===== src/rtl/parshift_rx_if.sv =====
// Word-level link between the serial receiver and its neighbours: framing inputs
// from the transmitter and the held-word valid/ack handshake toward the consumer.
interface parshift_rx_if #(
    parameter int WIDTH = 32
);
    logic             start;
    logic             sin;
    logic             last;
    logic [WIDTH-1:0] dout;
    logic             dvalid;
    logic             dack;
    logic             busy;
    logic             frame_err;
    logic             overrun;

    // master: transmitter + consumer side; slave: the receiver itself
    modport master (
        output start, sin, last, dack,
        input  dout, dvalid, busy, frame_err, overrun
    );

    modport slave (
        input  start, sin, last, dack,
        output dout, dvalid, busy, frame_err, overrun
    );
endinterface


===== src/rtl/parshift_rx.sv =====
// Serial-in, parallel-out receiver: assembles MSB-first WIDTH-bit words framed by the
// transmitter's load strobe and done flag, and holds each word behind valid/ack.
module parshift_rx #(
    parameter int WIDTH = 32
) (
    input  logic          clk,
    input  logic          rst,
    parshift_rx_if.slave  bus
);

    if (WIDTH < 2 || WIDTH > 127) begin : g_bad_width
        $error("parshift_rx: WIDTH must be in 2..127");
    end

    typedef enum logic {
        IDLE  = 1'b0,
        SHIFT = 1'b1
    } state_t;

    localparam logic [6:0] LAST_IDX = 7'(WIDTH - 1);

    state_t           state,     state_nxt;
    logic [6:0]       bitcnt,    bitcnt_nxt;
    logic [WIDTH-1:0] shreg,     shreg_nxt;
    logic [WIDTH-1:0] dout,      dout_nxt;
    logic             dvalid,    dvalid_nxt;
    logic             frame_err, frame_err_nxt;
    logic             overrun,   overrun_nxt;
    logic             complete;

    // NOTE: every next-value gets a default before the case so no path leaves a
    // variable unassigned; otherwise synthesis infers a latch to hold it.
    always_comb begin
        state_nxt     = state;
        bitcnt_nxt    = bitcnt;
        shreg_nxt     = shreg;
        dout_nxt      = dout;
        dvalid_nxt    = dvalid;
        frame_err_nxt = 1'b0;
        overrun_nxt   = overrun;
        complete      = 1'b0;

        unique case (state)
            IDLE: begin
                if (bus.start) begin
                    state_nxt  = SHIFT;
                    bitcnt_nxt = '0;
                end
            end

            SHIFT: begin
                shreg_nxt = {shreg[WIDTH-2:0], bus.sin};
                if (bitcnt < LAST_IDX) begin
                    // A fresh load strobe beats a premature done flag: re-arm on it.
                    if (bus.start) begin
                        frame_err_nxt = 1'b1;
                        bitcnt_nxt    = '0;
                    end else if (bus.last) begin
                        frame_err_nxt = 1'b1;
                        state_nxt     = IDLE;
                    end else begin
                        bitcnt_nxt = bitcnt + 7'd1;
                    end
                end else begin
                    if (!bus.last) begin
                        frame_err_nxt = 1'b1;
                    end else if (!dvalid || bus.dack) begin
                        dout_nxt = shreg_nxt;
                        complete = 1'b1;
                    end else begin
                        overrun_nxt = 1'b1;
                    end
                    bitcnt_nxt = '0;
                    state_nxt  = bus.start ? SHIFT : IDLE;
                end
            end

            default: state_nxt = IDLE;
        endcase

        // A completion on the ack edge refills the register, so dvalid stays high.
        if (complete) begin
            dvalid_nxt = 1'b1;
        end else if (dvalid && bus.dack) begin
            dvalid_nxt = 1'b0;
        end
    end

    // NOTE: state registers use non-blocking assignments so every flop samples the
    // pre-edge values of the others, independent of statement order.
    always_ff @(posedge clk or posedge rst) begin
        if (rst) begin
            state     <= IDLE;
            bitcnt    <= '0;
            shreg     <= '0;
            dout      <= '0;
            dvalid    <= 1'b0;
            frame_err <= 1'b0;
            overrun   <= 1'b0;
        end else begin
            state     <= state_nxt;
            bitcnt    <= bitcnt_nxt;
            shreg     <= shreg_nxt;
            dout      <= dout_nxt;
            dvalid    <= dvalid_nxt;
            frame_err <= frame_err_nxt;
            overrun   <= overrun_nxt;
        end
    end

    assign bus.dout      = dout;
    assign bus.dvalid    = dvalid;
    assign bus.busy      = (state == SHIFT);
    assign bus.frame_err = frame_err;
    assign bus.overrun   = overrun;

endmodule


===== src/flat_wrapper.sv =====
// flat-port wrapper written by rule: the top's interface ports become plain ports
module parshift_rx_flat 
#(
    parameter int WIDTH = 32
)
  (clk, rst, bus_start, bus_sin, bus_last, bus_dack, bus_dout, bus_dvalid, bus_busy, bus_frame_err, bus_overrun);
  parshift_rx_if #(.WIDTH(WIDTH)) bus_i ();
  input  logic clk;
  input  logic rst;
  input wire logic [$bits(bus_i.start)-1:0] bus_start;
  input wire logic [$bits(bus_i.sin)-1:0] bus_sin;
  input wire logic [$bits(bus_i.last)-1:0] bus_last;
  input wire logic [$bits(bus_i.dack)-1:0] bus_dack;
  output wire logic [$bits(bus_i.dout)-1:0] bus_dout;
  output wire logic [$bits(bus_i.dvalid)-1:0] bus_dvalid;
  output wire logic [$bits(bus_i.busy)-1:0] bus_busy;
  output wire logic [$bits(bus_i.frame_err)-1:0] bus_frame_err;
  output wire logic [$bits(bus_i.overrun)-1:0] bus_overrun;
  assign bus_i.start = bus_start;
  assign bus_i.sin = bus_sin;
  assign bus_i.last = bus_last;
  assign bus_i.dack = bus_dack;
  assign bus_dout = bus_i.dout;
  assign bus_dvalid = bus_i.dvalid;
  assign bus_busy = bus_i.busy;
  assign bus_frame_err = bus_i.frame_err;
  assign bus_overrun = bus_i.overrun;
  parshift_rx #(.WIDTH(WIDTH)) u_core (.clk(clk), .rst(rst), .bus(bus_i));
endmodule

===== config.mk =====
export PLATFORM = sky130hd
export DESIGN_NAME = parshift_rx_flat
export DESIGN_NICKNAME = d
export VERILOG_FILES = /design/src/rtl/parshift_rx_if.sv /design/src/rtl/parshift_rx.sv /design/src/flat_wrapper.sv
export SDC_FILE = /design/constraint.sdc
export NUM_CORES = 1
export LEC_CHECK = 0
export CORE_UTILIZATION = 30
export CTS_CLUSTER_SIZE = 20
export DETAILED_ROUTE_END_ITERATION = 7
export MAX_ROUTING_LAYER = met4
export RECOVER_POWER = 50
export SYNTH_ARGS = -nofsm -noshare
export SYNTH_HDL_FRONTEND = slang
export SYNTH_SLANG_ARGS = --single-unit

===== constraint.sdc =====
create_clock -name clk -period 7.55 [get_ports clk]
set_input_delay 2.265 -clock clk [delete_from_list [all_inputs] [get_ports clk]]
set_output_delay 2.265 -clock clk [all_outputs]
set_load 0.01 [all_outputs]

# Word level (Yosys, flattened, before mapping)
# Cells that the tools add are included.
# W data, S select, Z words.
# classes
n_addsub	1
n_lt_le_gt_ge	1
eq_ne	2
muxes	20
n_bitwise	3
reduce_logical	7
# op_table
op	count
$mux W7	4
$mux W1	14
$pmux W7 S2	1
$reduce_and A4 Y1	2
$add A7 B1 Y7 const B	1
$lt A7 B5 Y1 const B	1
$ne A4 B4 Y1 const B	1
$not A1 Y1	3
$ne A2 B2 Y1 const B	1
$pmux W1 S2	1
$reduce_and A2 Y1	1
$reduce_bool A2 Y1	1
$logic_and A1 B1 Y1	1
$logic_not A1 Y1	1
$logic_or A1 B1 Y1	1
# word_totals
reg_bits	74
in_bits	6
out_inout_bits	36
elab_cells	41

# Logic depth before layout (Yosys ltp)
# logic_depth
ltp_word	7
mapped_depth	6
mapped_depth_nobuf	4

# Worst setup path before layout
# Ideal clock, no wire load.
# synth_path
path_type	input -> register
start	input port bus_start
end	register u_core.bitcnt[3]
setup_ns	0.064
arrival_ns	3.397
slack_ns	4.089
stages	4
cell_sequence	or4b_2 -> a21oi_1 -> and3_2 -> a211o_2
# synth_via
elab_chain_len	3
elab_cells_between_ends	6
classes_between	eq/ne: 2; mux: 3; reduce/logical: 1
# synth_lines
item	line	source
start: declaration	flat_wrapper.sv:10	input wire logic [$bits(bus_i.start)-1:0] bus_start;
$mux W7	parshift_rx.sv:55	if (bus.start) begin
$mux W7	parshift_rx.sv:53	if (bitcnt < LAST_IDX) begin
$pmux W7 S2	parshift_rx.sv:43	unique case (state)
end signal: assignment	parshift_rx.sv:102	bitcnt <= bitcnt_nxt;
end: declaration	parshift_rx.sv:23	logic [6:0] bitcnt, bitcnt_nxt;
# Several ways; a longest one is shown, not always the timed one.
# A chain may end at the register's enable or synchronous reset.

# Final worst setup path
# layout_path
start	input port bus_last
end	register u_core.dout[28] (netlist: u_core.bus.dout[28])
# layout_via
elab_chain_len	1
# layout_lines
item	line	source
start: declaration	flat_wrapper.sv:12	input wire logic [$bits(bus_i.last)-1:0] bus_last;
$reduce_and A4 Y1 (no line)	n/a	
end signal: assignment	parshift_rx.sv:104	dout <= dout_nxt;
end: declaration	parshift_rx.sv:25	logic [WIDTH-1:0] dout, dout_nxt;
# No other way between the ends.

==> flow_summary_export.csv <==
group,metric,value,unit
drt,via_count,1602,
drt,dr.pass1.iters,4,
placement,dpl_cell_area,3570,um^2
clock_tree,cts-root-buf,"clkbuf_8",
setup_path,r2r-end,"u_core.bus.dout[28]$_DFFE_PP0P_",
run_status,status,"finished, violations left",
timing,period_share,0.559,
drt,drt_iter0_markers,88,
clock_tree,clock_sinks,74,
clock_tree,cts.hold.buffers_added,0,
placement,placedCellCount,354,
final_layout,finalInstanceArea,3750,um^2
timing,tightest_slew,1800,ps
setup_path,slowest_delay,940,ps
timing,timing.final.hold_violations,0,
global_routing,grt_pass1_vias,1697,
clock_tree,clk_pin_slew,70,ps
global_routing,grt_max_degree,75,
worst_hold_path,hold_path_class,"reg2reg",
floorplanning,core-area,9860,um^2
drt,route.detailed.vias_per_inst,4.33,
setup_path,crit_end,"u_core.bus.dout[28]$_DFFE_PP0P_",
final_layout,nFillCells,922,
final_layout,final_layout_size_suffix_gt1_frac,0.380,
timing,final.setup.tns,0,ps
run_status,violations,"max-capacitance violations, max-slew violations",
final_layout,fin_nets,239,
floorplanning,die_x,103,um
power,ir_drop,0.0875,mV
timing,fin_skew,12.8,ps
setup_path,critPathLaunchType,"input pin",
setup_path,path_cells,"dlygate4sd3_1 -> nand2_1 -> or3_2 -> mux2_4",
floorplanning,io_pins,42,
drt,met2WireLength,2190,um
global_routing,grt_pass1_wl,8390,um
setup_path,required,7770,ps
final_layout,register_area,1850,um^2
floorplanning,fp.dieH,103,um
drt,drc,0,
timing,slew_headroom,-0.197,
timing,setup_viol,0,
synthesis,yosys_warnings,0,
global_routing,antenna_found_initial,0,
placement,place_hpwl,3120,um
timing,rsz0062_at_grt,"false",
timing,post-route-min-period,4220,ps
clock_tree,cts-htree-levels,3,
synthesis,syn_inst,186,
setup_path,path_class,"in2reg",
drt,top_layer_used,"met4",
final_layout,layout.cells.most_common,"dfrtp_1",
setup_path,worstRegToRegCells,4,
drt,wire_per_inst,13.3,um
setup_path,rr_startpoint,"u_core.bus.busy$_DFF_PP0_",
clock_tree,cts_resized,0,
synthesis,synthFlopType,"dfrtp_1",
drt,drt_wl_total,4910,um
synthesis,syn_avg_cell_area,16.5,um^2
global_routing,grt-ovfl-total,0,
clock_tree,cts_made_buffers,9,
setup_path,startpoint,"bus_last",
placement,place.gp.congestion,0.635,
placement,portBuffers,41,
timing,fmax,237,MHz
final_layout,layoutNonFillerInstCount,370,
drt,wl_met3,172,um
synthesis,netlist-cell-type-count,30,
synthesis,netlist_area,3070,um^2
timing,worst_hold_slack,502,ps
final_layout,area_growth,22.3,%
setup_path,cp_max_fo,33,
setup_path,critPathSlowestCell,"or3_2",
floorplanning,row_count,36,
final_layout,final_cell_mix,"dfrtp_1, clkdlybuf4s50_1, mux2_2",
power,p_per_area,242,nW/um^2
final_layout,diodes,0,
floorplanning,initial_core_util,0.311,
synthesis,synth_edf_count,0,
setup_path,cp.arrival,4430,ps
synthesis,syn-num-nets,193,
final_layout,multiInputGateArea,1120,um^2
global_routing,track_usage,0.109,
clock_tree,clockBufferDepth,2,
synthesis,ys_seq_elements,74,
job,drv_cap,1,
clock_tree,worst_skew_pair.late_latency,340,ps
synthesis,yosysSeqAreaShare,0.604,
floorplanning,dieArea,10600,um^2
power,p_leak,1.77,nW
synthesis,ys_async_sr_fraction,1.00,
drt,ant_nets,0,
setup_path,cp-end-kind,"register",
clock_tree,cts_setup_buffers,0,
timing,drv_slew,38,
drt,wl_met1,2490,um
clock_tree,cts_tree,"yes",
setup_path,regToRegSetupSlack,4160,ps
where the power goes:
group | internal, mW | switching (mW) | total [mW]
logic | 0.0683 | 0.0335 | 0.102
clock network | 0.138 | 0.146 | 0.284
registers | 0.471 | 0.0526 | 0.524
cells in the mapped netlist, types with 2 or more instances:
library cell  count  area (um^2)
nor2_1            2         7.51
nor4_1            2         12.5
buf_6             2         22.5
nand2b_1          2         12.5
and2_1            4         25.0
mux2_4           29          435
dfrtp_1          74         1850
or4b_2            2         20.0
mux2_2           34          383
a21o_1            3         22.5
buf_12            3         60.1
o21ai_0           4         20.0
nor2b_1           2         12.5
nand2_1           5         18.8
clkbuf_1          3         11.3
state kept, by name, indices dropped and copies added (netlist names):
name and flops:
u_core.bus.frame_err 1, u_core.shreg 31, u_core.bus.dout 32, u_core.bus.overrun 1, u_core.bitcnt 7, u_core.bus.busy 1
u_core.bus.dvalid 1
cell type report:
| type | count | share of cell area |
|---|---|---|
| flip-flops and latches | 74 | 0.493 |
| multi-input cells | 103 | 0.298 |
| repair buffers | 43 | 0.112 |
| well taps | 133 | 0.0443 |
| clock buffers | 11 | 0.0403 |
| clock inverters | 5 | 0.0100 |
| inverters | 1 | 0.00100 |
how the worst min path moves through the flow:
stage                                    from                              end  slack (ps)  cells past startpoint
3_5_place_dp     u_core.shreg[30]$_DFFE_PP0P_  u_core.bus.dout[31]$_DFFE_PP0P_         500                      1
5_1_grt        u_core.bus.overrun$_DFFE_PP0P_   u_core.bus.overrun$_DFFE_PP0P_         520                      1
4_1_cts          u_core.shreg[30]$_DFFE_PP0P_  u_core.bus.dout[31]$_DFFE_PP0P_         510                      1
6_report       u_core.bus.overrun$_DFFE_PP0P_   u_core.bus.overrun$_DFFE_PP0P_         500                      1
3_3_place_gp     u_core.shreg[30]$_DFFE_PP0P_  u_core.bus.dout[31]$_DFFE_PP0P_         490                      1
2_1_floorplan    u_core.shreg[30]$_DFFE_PP0P_  u_core.bus.dout[31]$_DFFE_PP0P_         480                      1
cell families after synthesis:
| group | after synthesis | synth area share |
|---|---|---|
| compound gates | 14 | 0.0420 |
| fa+ha+maj | 1 | 0.00408 |
| buf+inv | 9 | 0.0318 |
| flops | 74 | 0.604 |
| mux | 64 | 0.270 |
| simple gates | 24 | 0.0485 |
metal layers:
| metal | vias up | GRT usage |
|---|---|---|
| met1 | 804 | 0.144 |
| met5 | - | - |
| met2 | 33 | 0.156 |
| met4 | 0 | 0.0423 |
| met3 | 6 | 0.0353 |
| li1 | 759 | - |
stage by stage:
stage / power [mW] / util / setup slack (ps)
after floorplan: 0.604 / - / 3400
after global placement: 0.632 / 0.362 / 3120
after detailed placement: 0.637 / 0.362 / 3100
after CTS: 0.927 / 0.381 / 3470
after global routing: 0.966 / 0.380 / 3260
final: 0.910 / 0.380 / 3330
worst max-delay path: cells and delay by family:
kind / cells / cell delay [ps]
and+or+nand+nor: 2 / 1050
muxes: 1 / 450
buffers and inverters: 1 / 650
(Power assumes the default switching activity.)
